## src/rtl/uart_pkg.sv

```systemverilog
// Shared constants for the UART receive path: default frame geometry, idle
// line level and the receiver state encoding.
package uart_pkg;

    localparam int unsigned DEFAULT_OSR       = 8;
    localparam int unsigned DEFAULT_DATA_BITS = 8;
    localparam logic        LINE_IDLE         = 1'b1;

    typedef enum logic [2:0] {
        StIdle     = 3'd0,
        StStart    = 3'd1,
        StData     = 3'd2,
        StStop     = 3'd3,
        StWaitHigh = 3'd4
    } rx_state_e;

endpackage

```

## src/rtl/uart_bit_decider.sv

```systemverilog
// Per-bit line decision for the UART receiver.
// MAJORITY_VOTE_EN defined : 2-of-3 vote over the synchronised line at mid-1, mid, mid+1.
// MAJORITY_VOTE_EN undefined: single sample at mid, registered.
// In both builds the decision is valid in the cycle where tick_i == OSR/2 + 1.
module uart_bit_decider
    import uart_pkg::*;
#(
    parameter int unsigned OSR   = DEFAULT_OSR,
    parameter int unsigned TickW = $clog2(OSR)
) (
    input  logic             clk_i,
    input  logic             rst_i,
    input  logic             s_rx_i,
    input  logic [TickW-1:0] tick_i,
    output logic             bit_o
);

    localparam logic [TickW-1:0] MidTick = TickW'(OSR / 2);

`ifdef MAJORITY_VOTE_EN
    localparam logic [TickW-1:0] EarlyTick = TickW'(OSR / 2 - 1);

    logic early_q, early_d;
    logic mid_q, mid_d;

    // Capture mid-1 and mid; the mid+1 sample is the live line in the decision cycle.
    always_comb begin
        early_d = early_q;
        mid_d   = mid_q;
        if (tick_i == EarlyTick) early_d = s_rx_i;
        if (tick_i == MidTick)   mid_d   = s_rx_i;
    end

    // Sample window registers, idle-high after reset.
    always_ff @(posedge clk_i) begin
        if (rst_i) begin
            early_q <= LINE_IDLE;
            mid_q   <= LINE_IDLE;
        end else begin
            early_q <= early_d;
            mid_q   <= mid_d;
        end
    end

    // Majority of the three samples.
    always_comb begin
        bit_o = (early_q & mid_q) | (early_q & s_rx_i) | (mid_q & s_rx_i);
    end
`else
    logic sample_q, sample_d;

    // Hold the mid-bit sample until the decision cycle.
    always_comb begin
        sample_d = sample_q;
        if (tick_i == MidTick) sample_d = s_rx_i;
    end

    // Mid-bit sample register, idle-high after reset.
    always_ff @(posedge clk_i) begin
        if (rst_i) begin
            sample_q <= LINE_IDLE;
        end else begin
            sample_q <= sample_d;
        end
    end

    // Decision is the registered mid sample.
    always_comb begin
        bit_o = sample_q;
    end
`endif

endmodule

```

## src/rtl/uart_rx_controller.sv

```systemverilog
// UART receive sequencer on the oversampling clock. Synchronises RsRx, hunts the
// start edge, decides start/data/stop bits at mid-bit and hands the byte out over
// valid/ready, pulsing frame_err and overrun on bad stop bits and dropped bytes.
// Optional MAJORITY_VOTE_EN selects 2-of-3 bit voting inside uart_bit_decider.
module uart_rx_controller
    import uart_pkg::*;
#(
    parameter int unsigned OSR       = DEFAULT_OSR,
    parameter int unsigned DATA_BITS = DEFAULT_DATA_BITS
) (
    input  logic                 sample_clk,
    input  logic                 rst,
    input  logic                 RsRx,
    output logic [DATA_BITS-1:0] rx_data,
    output logic                 rx_valid,
    input  logic                 rx_ready,
    output logic                 frame_err,
    output logic                 overrun,
    output logic                 busy
);

    localparam int unsigned      TickW      = $clog2(OSR);
    localparam int unsigned      BitW       = $clog2(DATA_BITS + 2);
    localparam logic [TickW-1:0] DecideTick = TickW'(OSR / 2 + 1);
    localparam logic [TickW-1:0] LastTick   = TickW'(OSR - 1);
    localparam logic [BitW-1:0]  LastBit    = BitW'(DATA_BITS - 1);

    logic sync1_q, sync1_d;
    logic s_rx_q, s_rx_d;
    logic prev_q, prev_d;

    rx_state_e state_q, state_d;

    logic [TickW-1:0]     tick_q, tick_d;
    logic [BitW-1:0]      bit_cnt_q, bit_cnt_d;
    logic [DATA_BITS-1:0] shift_q, shift_d;
    logic [DATA_BITS-1:0] rx_data_q, rx_data_d;
    logic                 rx_valid_q, rx_valid_d;
    logic                 frame_err_q, frame_err_d;
    logic                 overrun_q, overrun_d;

    logic fall_edge;
    logic decide;
    logic bit_dec;

    uart_bit_decider #(
        .OSR   (OSR),
        .TickW (TickW)
    ) u_decider (
        .clk_i  (sample_clk),
        .rst_i  (rst),
        .s_rx_i (s_rx_q),
        .tick_i (tick_q),
        .bit_o  (bit_dec)
    );

    // Two-flop synchroniser plus previous-line flop for edge detection.
    always_comb begin
        sync1_d   = RsRx;
        s_rx_d    = sync1_q;
        prev_d    = s_rx_q;
        fall_edge = prev_q & ~s_rx_q;
        decide    = (tick_q == DecideTick);
    end

    // Synchroniser registers reset to the idle line level.
    always_ff @(posedge sample_clk) begin
        if (rst) begin
            sync1_q <= LINE_IDLE;
            s_rx_q  <= LINE_IDLE;
            prev_q  <= LINE_IDLE;
        end else begin
            sync1_q <= sync1_d;
            s_rx_q  <= s_rx_d;
            prev_q  <= prev_d;
        end
    end

    // State register.
    always_ff @(posedge sample_clk) begin
        if (rst) begin
            state_q <= StIdle;
        end else begin
            state_q <= state_d;
        end
    end

    // Next-state: every bit transition happens on its decision cycle.
    always_comb begin
        state_d = state_q;
        case (state_q)
            StIdle: begin
                if (fall_edge) state_d = StStart;
            end
            StStart: begin
                if (decide) state_d = bit_dec ? StIdle : StData;
            end
            StData: begin
                if (decide && (bit_cnt_q == LastBit)) state_d = StStop;
            end
            StStop: begin
                if (decide) state_d = bit_dec ? StIdle : StWaitHigh;
            end
            StWaitHigh: begin
                if (s_rx_q) state_d = StIdle;
            end
            default: state_d = StIdle;
        endcase
    end

    // Outputs and datapath next-state: tick/bit counters, shifter, handshake.
    always_comb begin
        busy        = (state_q != StIdle);
        tick_d      = '0;
        bit_cnt_d   = bit_cnt_q;
        shift_d     = shift_q;
        rx_data_d   = rx_data_q;
        rx_valid_d  = rx_valid_q & ~rx_ready;
        frame_err_d = 1'b0;
        overrun_d   = 1'b0;

        // Tick runs only while staying inside a frame; a fresh START begins at 0.
        if ((state_q != StIdle) &&
            ((state_d == StStart) || (state_d == StData) || (state_d == StStop))) begin
            tick_d = (tick_q == LastTick) ? '0 : tick_q + 1'b1;
        end

        if (state_q == StIdle) bit_cnt_d = '0;

        if ((state_q == StData) && decide) begin
            shift_d   = {bit_dec, shift_q[DATA_BITS-1:1]};
            bit_cnt_d = (bit_cnt_q == LastBit) ? '0 : bit_cnt_q + 1'b1;
        end

        if ((state_q == StStop) && decide) begin
            if (!bit_dec) begin
                frame_err_d = 1'b1;
            end else if (rx_valid_q && !rx_ready) begin
                // Unread byte wins; the new one is dropped.
                overrun_d = 1'b1;
            end else begin
                rx_data_d  = shift_q;
                rx_valid_d = 1'b1;
            end
        end
    end

    // Datapath and output registers.
    always_ff @(posedge sample_clk) begin
        if (rst) begin
            tick_q      <= '0;
            bit_cnt_q   <= '0;
            shift_q     <= '0;
            rx_data_q   <= '0;
            rx_valid_q  <= 1'b0;
            frame_err_q <= 1'b0;
            overrun_q   <= 1'b0;
        end else begin
            tick_q      <= tick_d;
            bit_cnt_q   <= bit_cnt_d;
            shift_q     <= shift_d;
            rx_data_q   <= rx_data_d;
            rx_valid_q  <= rx_valid_d;
            frame_err_q <= frame_err_d;
            overrun_q   <= overrun_d;
        end
    end

    assign rx_data   = rx_data_q;
    assign rx_valid  = rx_valid_q;
    assign frame_err = frame_err_q;
    assign overrun   = overrun_q;

endmodule
```

## config.mk

```make
export PLATFORM = sky130hd
export DESIGN_NAME = uart_rx_controller
export DESIGN_NICKNAME = d
export VERILOG_FILES = /design/src/rtl/uart_pkg.sv /design/src/rtl/uart_bit_decider.sv /design/src/rtl/uart_rx_controller.sv
export SDC_FILE = /design/constraint.sdc
export NUM_CORES = 1
export LEC_CHECK = 0
export BUFFER_PORTS_ARGS = -buffer_cell sky130_fd_sc_hd__buf_2
export CORE_ASPECT_RATIO = 2
export CORE_UTILIZATION = 45
export DETAILED_ROUTE_END_ITERATION = 12
export GPL_ROUTABILITY_DRIVEN = 1
export SLEW_MARGIN = 20
export SYNTH_ARGS = -nofsm -noshare
export SYNTH_HDL_FRONTEND = slang
export SYNTH_SLANG_ARGS = --single-unit
```

## constraint.sdc

```tcl
create_clock -name sample_clk -period 2.1 [get_ports sample_clk]
set_input_delay 0.42 -clock sample_clk [delete_from_list [all_inputs] [get_ports sample_clk]]
set_output_delay 0.42 -clock sample_clk [all_outputs]
set_load 0.03 [all_outputs]
```

==> results of run 1 <==
-- cell type report --
class	instances	share of cell area [%]
Clock inverter	1	1.84
Inverter	3	0.690
Multi-Input combinational cell	109	44.3
Timing Repair Buffer	16	5.06
Clock buffer	7	5.29
Tap cell	31	2.38
Sequential cell	33	40.5
-- worst max-delay path by stage --
stage	endpoint	slack [ps]	cells past startpoint
finish	busy	220	2
global route	busy	160	2
CTS	busy	230	2
detailed placement	bit_cnt_q[3]$_SDFFE_PP0P_	360	4
global placement	bit_cnt_q[3]$_SDFFE_PP0P_	430	4
floorplan	bit_cnt_q[3]$_SDFFE_PP0P_	660	5
-- flip-flops by register name, indices dropped and copies added, names as in the netlist --
name / count
u_decider.bit_o: 1
bit_cnt_q: 4
tick_q: 3
frame_err: 1
shift_q: 8
s_rx_d: 1
rx_data: 8
state_q: 3
overrun: 1
prev_q: 1
rx_valid: 1
prev_d: 1
-- cells in the mapped netlist, types with 2 or more instances --
cell type and instances:
nor4b_1 2, ha_1 5, nand2_1 4, nor2_1 4
or4b_1 2, o211ai_1 3, o21ai_0 9, clkbuf_1 8
mux2i_1 2, nor3_1 4, inv_1 2, nand4_1 8
buf_1 2, or2_2 3, a21oi_1 22, buf_2 5
dfxtp_1 33, nand3_1 14, o31ai_1 9, a21boi_0 3
-- per-stage QoR --
stage          instances  worst slack, ps  hold slack (ps)  util (%)  instance area, um2
6_report             200              222              322      52.3                1630
5_1_grt              200              164              304      52.3                1630
4_1_cts              200              232              311      52.3                1630
2_1_floorplan        161              657              389         -                1470
3_5_place_dp         192              357              398      48.6                1520
3_3_place_gp         192              431              394      48.6                1520
-- where the power goes --
group	switching, mW	internal (mW)	total (mW)	leakage (nW)
sequential	0.00503	0.630	0.635	0.267
combinational	0.0237	0.0111	0.0348	0.281
clock	0.225	0.387	0.611	0.0585
-- routing by layer --
layer	GRT usage, %	up-vias	part of all wire (%)
li1	-	608	-
met1	20.1	581	39
met2	39.2	26	54
met3	5.87	7	3.4
met4	12.8	0	2.8
met5	0	-	0
-- placed cells by master (no fill, tap or decap), types with 4 or more instances in the layout --
master / instances
o31ai_1: 9
nand4_1: 8
nor3_1: 4
dfxtp_1: 33
buf_2: 15
clkbuf_8: 6
nor2_1: 4
nand2_1: 4
a21oi_1: 22
o21ai_0: 9
ha_1: 5
nand3_1: 14
-- cells by family (layout without fill, tap and decap cells) --
group,Yosys count,after routing,synth area share [%]
mux,2,2,1.37
buf+inv,19,27,5.55
simple gates,53,53,23.8
compound gates,49,49,19.9
fa+ha+maj,5,5,4.27
flops,33,33,45.1
==> qor.yml, run 1 <==
gp_congestion: 0.781
crit_buf_inv: 1
cts_max_path_buffers: 2
post_cts_buffers: 0
cts_tree: "built"
antenna_found_initial: 0
setup_violations: 0
core_mm2: 0.00312
synth-async-reset-ratio_pct: 0
synth_top_area_cell: "dfxtp_1"
maxSlewHeadroom_pct: 59.4
reg2reg_depth: 4
powerDensity_mw_per_mm2: 784
synth_top_area_share_pct: 45.1
via_per_inst: 6.11
worstMarginPinSlew_ps: 608
vias: 1222
cts.reportedPaths.clkPinSlew_ps: 60
drv_slew: 0
initial_core_util_pct: 47.0
critPathMaxFanout: 17
ant_nets: 0
status: "completed"
ys_warn_count: 0
fp.dieW_um: 42.3
synth_seq_area_share_pct: 45.1
peakVddDrop_v: 0.000504
io_pins: 16
maxCapViolations: 0
grt_max_degree: 32
final.min_clock_period_ps: 1880
power_mw: 1.28
htreeDepth: 2
drive_above_1_share_pct: 17.2
hp-start: "RsRx"
cts_buffers: 5
dpl.hpwl_mm: 2.26
first_pass_iters: 4
rsz0062_at_grt: "false"
synthTopCellsByArea: "dfxtp_1, a21oi_1, nand3_1"
grt_pass1_wl_mm: 5.43
seqCellArea_um2: 661
synth_edf_count: 0
numPortBuffers: 15
rows: 29
numClockSinks: 33
p_leak_nw: 0.606
fin_crit_sh_pct: 89.4
slowest_delay_ps: 490
overflow: 0
final_hold_viol_count: 0
worst_ep_arrival_time_ps: 1460
die_h_um: 82.7
drt_iter0_drc: 44
r2r_slack_ps: 360
routed_wirelength_mm: 3.23
clk_latency_ps: 280
finalSetupTns_ps: 0
wire_per_inst_um: 16.1
r2r-end: "bit_cnt_q[3]$_SDFFE_PP0P_"
syn_nets: 170
syn_avg_cell_area_um2: 9.10
postCtsHoldBufs: 0
worstHoldEndpoint: "s_rx_d$_SDFF_PP1_"
postCtsResizedCells: 0
clock-root-buffer: "clkbuf_8"
max_freq_mhz: 532
min_delay_path_depth: 2
crit_type: "register to primary output"
skew_ps: 4.16
crit_path_end_kind: "primary output"
grt_pass1_vias: 1174
syn_inst: 161
critPathRequiredTime_ps: 1680
ys_ff_latch: 33
cp_slowest_cell: "or3_1"
crit_path_start: "state_q[1]$_SDFF_PP0_"
path_cells: "or3_1 > buf_2"
nets: 177
cpLargestDelayFamily: "simple AND/OR/NAND/NOR gates"
multi_input_area_um2: 723
regToRegStartpoint: "tick_q[0]$_SDFF_PP0_"
syn_area_mm2: 0.00147
n_antenna_cell: 0
nFillCells: 289
area_growth_pct: 11.4
synth_ff_type: "dfxtp_1"
track_usage_pct: 21.2
die-area_mm2: 0.00350
ys_types: 37
start_kind: "register"
route.detailed.drc: 0
hold_path_class: "primary input to register"
Note: power is estimated with default switching activity, not from simulation.
==> run 2: changes to the inputs <==
- BUFFER_PORTS_ARGS: -buffer_cell sky130_fd_sc_hd__buf_2 -> -buffer_cell sky130_fd_sc_hd__buf_4
==> qor.yml, run 2 (synthesis results as in run 1) <==
initial_core_util_pct: 47.0  # unchanged
critPathRequiredTime_ps: 1680  # about the same
final_cell_area_mm2: 0.00166  # +1.8%
area_growth_pct: 13.5
post_cts_buffers: 0  # unchanged
antenna_found_initial: 0  # unchanged
max_freq_mhz: 513  # -3.6%
grt_max_degree: 32  # unchanged
drive_above_1_share_pct: 16.7  # -0.49 points
p_leak_nw: 0.602  # -0.72%
final_cell_mix: "dfxtp_1, a21oi_1, buf_4"
setup_violations: 0  # unchanged
drt_iter0_drc: 22  # -50%
overflow: 0  # unchanged
n_antenna_cell: 0  # unchanged
rows: 29  # unchanged
cts_buffers: 5  # unchanged
peakVddDrop_v: 0.000478  # -5.2%
numPortBuffers: 15  # unchanged
core_mm2: 0.00312  # unchanged
slowest_delay_ps: 550  # +60 ps
nets: 176  # -0.56%
power_mw: 1.29  # +0.67%
rsz0062_at_grt: "false"
final.min_clock_period_ps: 1950  # +69.5 ps
nFillCells: 308  # +6.6%
cp_slowest_cell: "dfxtp_1"
mostFrequentLayoutCell: "dfxtp_1"
track_usage_pct: 20.9  # -0.25 points
htreeDepth: 2  # unchanged
ant_nets: 0  # unchanged
gp_congestion: 0.807  # +3.2%
grt_pass1_vias: 1173  # -0.085%
maxSlewHeadroom_pct: 50.4  # -9.0 points
final_hold_viol_count: 0  # unchanged
routed_wirelength_mm: 3.28  # +1.7%
io_pins: 16  # unchanged
numClockSinks: 33  # unchanged
fp.dieW_um: 42.3  # unchanged
final_cells: 199  # -0.50%
clk_latency_ps: 280  # about the same
cts.reportedPaths.clkPinSlew_ps: 70  # about the same
crit_path_end_kind: "primary output"
die_h_um: 82.7  # unchanged
cts_tree: "built"
start_kind: "register"
vias: 1250  # +2.3%
postCtsResizedCells: 0  # unchanged
fin_util_pct: 53.3  # +0.96 points
fin_crit_sh_pct: 92.8  # +3.3 points
via_per_inst: 6.28  # +2.8%
route.detailed.drc: 0  # unchanged
dpl.hpwl_mm: 2.31  # +2.1%
die-area_mm2: 0.00350  # unchanged
worst_ep_arrival_time_ps: 1530  # +70 ps
crit_type: "register to primary output"
maxCapViolations: 0  # unchanged
cts_max_path_buffers: 2  # unchanged
clock-root-buffer: "clkbuf_8"
critPathMaxFanout: 23  # +6
postCtsHoldBufs: 0  # unchanged
drv_slew: 0  # unchanged
status: "completed"
first_pass_iters: 4  # unchanged
hold_path_class: "primary input to register"
grt_pass1_wl_mm: 5.57  # +2.5%
post-place-cells: 191  # -0.52%
worstMarginPinSlew_ps: 744  # +135 ps
path_cells: "or3_1 > buf_4"
skew_ps: 5.95  # +1.78 ps
finalSetupTns_ps: 0  # unchanged
place_area_mm2: 0.00155  # +2.0%
powerDensity_mw_per_mm2: 775  # -1.1%
wire_per_inst_um: 16.5  # +2.2%
run 2: cell count changes in the layout (fill, tap and decap cells not counted):
cell / delta
buf_4: +14
buf_2: -15
run 2: critical path: cells and delay by family, from the launching register on:
family                 cells  cell delay [ps]
flip-flops                 1              550
buffers and inverters      1              190
AND/OR/NAND/NOR            1              510
run 2: worst paths after layout:
| kind | slack (ps) | startpoint | endpoint | depth (start not counted) |
|---|---|---|---|---|
| max | 150 | state_q[1]$_SDFF_PP0_ | busy | 2 |
| min | 320 | RsRx | s_rx_d$_SDFF_PP1_ | 2 |
| max reg2reg | 330 | state_q[1]$_SDFF_PP0_ | bit_cnt_q[0]$_SDFFE_PP0P_ | 3 |
| min reg2reg | 410 | s_rx_d$_SDFF_PP1_ | prev_d$_SDFF_PP1_ | 1 |
run 2: cell type report:
cell class | instances | area [um2] | share of cell area (%)
clock inverter | 1 | 30.0 | 1.81
tap | 31 | 38.8 | 2.33
multi-input combinational | 109 | 723 | 43.5
clock buffer | 7 | 86.3 | 5.19
sequential | 33 | 661 | 39.7
inverter | 3 | 11.3 | 0.677
timing repair buffer | 15 | 113 | 6.77
run 2: where the power goes:
group          total (mW)  switching, mW  internal [mW]
combinational      0.0367         0.0233         0.0133
sequential          0.635        0.00520          0.630
clock               0.618          0.231          0.387
run 2: per-layer routing:
metal  routed length [um]  global-route usage [%]  vias up  part of all wire, %
li1                     -                       -      607                    -
met1                 1300                    22.8      606                   40
met2                 1760                    36.6       24                   54
met3                   64                    3.91       13                  2.0
met4                  154                    13.1        0                  4.7
met5                    0                       0        -                    0
run 2: metrics by stage:
stage / setup slack, ps / hold WS [ps]
finish: 152 / 322
global route: 11.4 / 308
CTS: 152 / 314
detailed placement: 368 / 397
global placement: 420 / 393
floorplan: 657 / 389
==> run 3: changes to the inputs <==
--- a/config.mk
+++ b/config.mk
@@ -10,2 +10,3 @@
 export CORE_UTILIZATION = 45
+export CTS_CLUSTER_SIZE = 30
 export DETAILED_ROUTE_END_ITERATION = 12
==> constraint.sdc (replaced) <==
create_clock -name sample_clk -period 2.1 [get_ports sample_clk]
set_input_delay 0.315 -clock sample_clk [delete_from_list [all_inputs] [get_ports sample_clk]]
set_output_delay 0.315 -clock sample_clk [all_outputs]
set_load 0.03 [all_outputs]
==> qor.yml, run 3 (synthesis results as in run 1) <==
status: "completed"
hold_path_class: "primary input to register"
gp_congestion: 0.773  # -4.1%
initial_core_util_pct: 47.0  # unchanged
drt_iter0_drc: 30  # +36%
cp_slowest_cell: "dfxtp_1"
maxCapViolations: 0  # unchanged
finalSetupTns_ps: 0  # unchanged
core_mm2: 0.00312  # unchanged
cts_buffers: 5  # unchanged
first_pass_iters: 4  # unchanged
peakVddDrop_v: 0.000559  # +17%
rows: 29  # unchanged
grt_max_degree: 32  # unchanged
nFillCells: 322  # +4.5%
io_pins: 16  # unchanged
worstHoldEndpoint: "s_rx_d$_SDFF_PP1_"
grt_pass1_wl_mm: 5.46  # -2.0%
final.min_clock_period_ps: 1770  # -182 ps
seqCellArea_um2: 661  # unchanged
cts_tree: "built"
rsz0062_at_grt: "false"
antenna_found_initial: 0  # unchanged
via_per_inst: 6.23  # -0.80%
vias: 1240  # -0.80%
start_kind: "register"
fin_crit_sh_pct: 84.1  # -8.7 points
mostFrequentLayoutCell: "dfxtp_1"
track_usage_pct: 20.5  # -0.46 points
maxSlewHeadroom_pct: 61.0  # +11 points
r2r-end: "bit_cnt_q[3]$_SDFFE_PP0P_"
setup_violations: 0  # unchanged
cpLargestDelayFamily: "flip-flops"
skew_ps: 6.77  # +0.825 ps
reg2reg_depth: 4  # +1
post_cts_buffers: 0  # unchanged
die_h_um: 82.7  # unchanged
htreeDepth: 2  # unchanged
numPortBuffers: 15  # unchanged
r2r_slack_ps: 350  # +20 ps
final_cells: 199  # unchanged
min_delay_path_depth: 2  # unchanged
max_freq_mhz: 566  # +10%
nets: 177  # +0.57%
crit_buf_inv: 1  # unchanged
wire_per_inst_um: 16.3  # -1.4%
post-place-cells: 192  # +0.52%
overflow: 0  # unchanged
grt_pass1_vias: 1195  # +1.9%
hp-start: "RsRx"
route.detailed.drc: 0  # unchanged
slowest_delay_ps: 490  # -60 ps
final_hold_viol_count: 0  # unchanged
dpl.hpwl_mm: 2.32  # +0.29%
numClockSinks: 33  # unchanged
critPathRequiredTime_ps: 1780  # +100 ps
worstMarginPinSlew_ps: 584  # -160 ps
regToRegStartpoint: "tick_q[0]$_SDFF_PP0_"
worst_ep_arrival_time_ps: 1450  # -80 ps
drive_above_1_share_pct: 16.7  # unchanged
multi_input_area_um2: 723  # unchanged
postCtsResizedCells: 0  # unchanged
final_cell_mix: "dfxtp_1, a21oi_1, buf_4"
path_cells: "or3_1 > buf_4"
clock-root-buffer: "clkbuf_8"
die-area_mm2: 0.00350  # unchanged
drv_slew: 0  # unchanged
ant_nets: 0  # unchanged
p_leak_nw: 0.593  # -1.4%
postCtsHoldBufs: 0  # unchanged
powerDensity_mw_per_mm2: 699  # -9.9%
crit_path_end_kind: "primary output"
area_growth_pct: 12.0
clk_latency_ps: 280  # about the same
n_antenna_cell: 0  # unchanged
fp.dieW_um: 42.3  # unchanged
cts_max_path_buffers: 2  # unchanged
crit_type: "register to primary output"
critPathMaxFanout: 17  # -26%
routed_wirelength_mm: 3.24  # -1.4%
cts.reportedPaths.clkPinSlew_ps: 60  # about the same
[run 3: layout make-up]
| type | count | share of cell area (%) |
|---|---|---|
| multi-input cells | 109 | 44.1 |
| repair buffers | 16 | 7.32 |
| clock buffers | 7 | 5.26 |
| well taps | 31 | 2.36 |
| flip-flops and latches | 33 | 40.3 |
| inverters | 3 | 0.687 |
[run 3: worst max path at each step]
stage	cells past startpoint	slack, ps	endpoint	startpoint
3_5_place_dp	4	330	bit_cnt_q[3]$_SDFFE_PP0P_	tick_q[0]$_SDFF_PP0_
4_1_cts	2	330	busy	state_q[1]$_SDFF_PP0_
3_3_place_gp	4	440	bit_cnt_q[3]$_SDFFE_PP0P_	tick_q[0]$_SDFF_PP0_
5_1_grt	5	230	bit_cnt_q[0]$_SDFFE_PP0P_	tick_q[1]$_SDFF_PP0_
2_1_floorplan	5	660	bit_cnt_q[3]$_SDFFE_PP0P_	tick_q[0]$_SDFF_PP0_
6_report	2	330	busy	state_q[1]$_SDFF_PP0_
[run 3: power by group]
part	total, mW	switching (mW)	leakage (nW)	internal [mW]
clock network	0.474	0.214	0.0443	0.260
logic	0.0367	0.0234	0.282	0.0133
registers	0.635	0.00518	0.267	0.630
total	1.15	0.243	0.593	0.903
[run 3: metrics by stage]
step                util [%]  setup WS (ps)  cell area (um2)  power, mW  hold slack (ps)
floorplan                  -            657             1470      0.674              389
global placement        49.8            436             1550      0.685              396
finish                  52.6            334             1640       1.15              216
global route            52.6            228             1640       1.18              209
detailed placement      49.8            332             1550      0.686              400
CTS                     52.6            326             1640       1.15              213
[run 3: worst register-to-register path, delay by kind of cell, from the launching register on]
family	cells	cell delay (ps)
flops	1	380
compound gates	1	150
simple gates	2	770
fa+ha+maj	1	390
[run 3: routing by layer]
layer	vias up	routed length [um]	track usage (%)	part of all wire, %
met5	-	0	0	0
met3	8	69	4.78	2.1
met2	20	1780	37.1	55
met4	0	106	12.2	3.3
met1	600	1280	20.8	40
li1	612	-	-	-
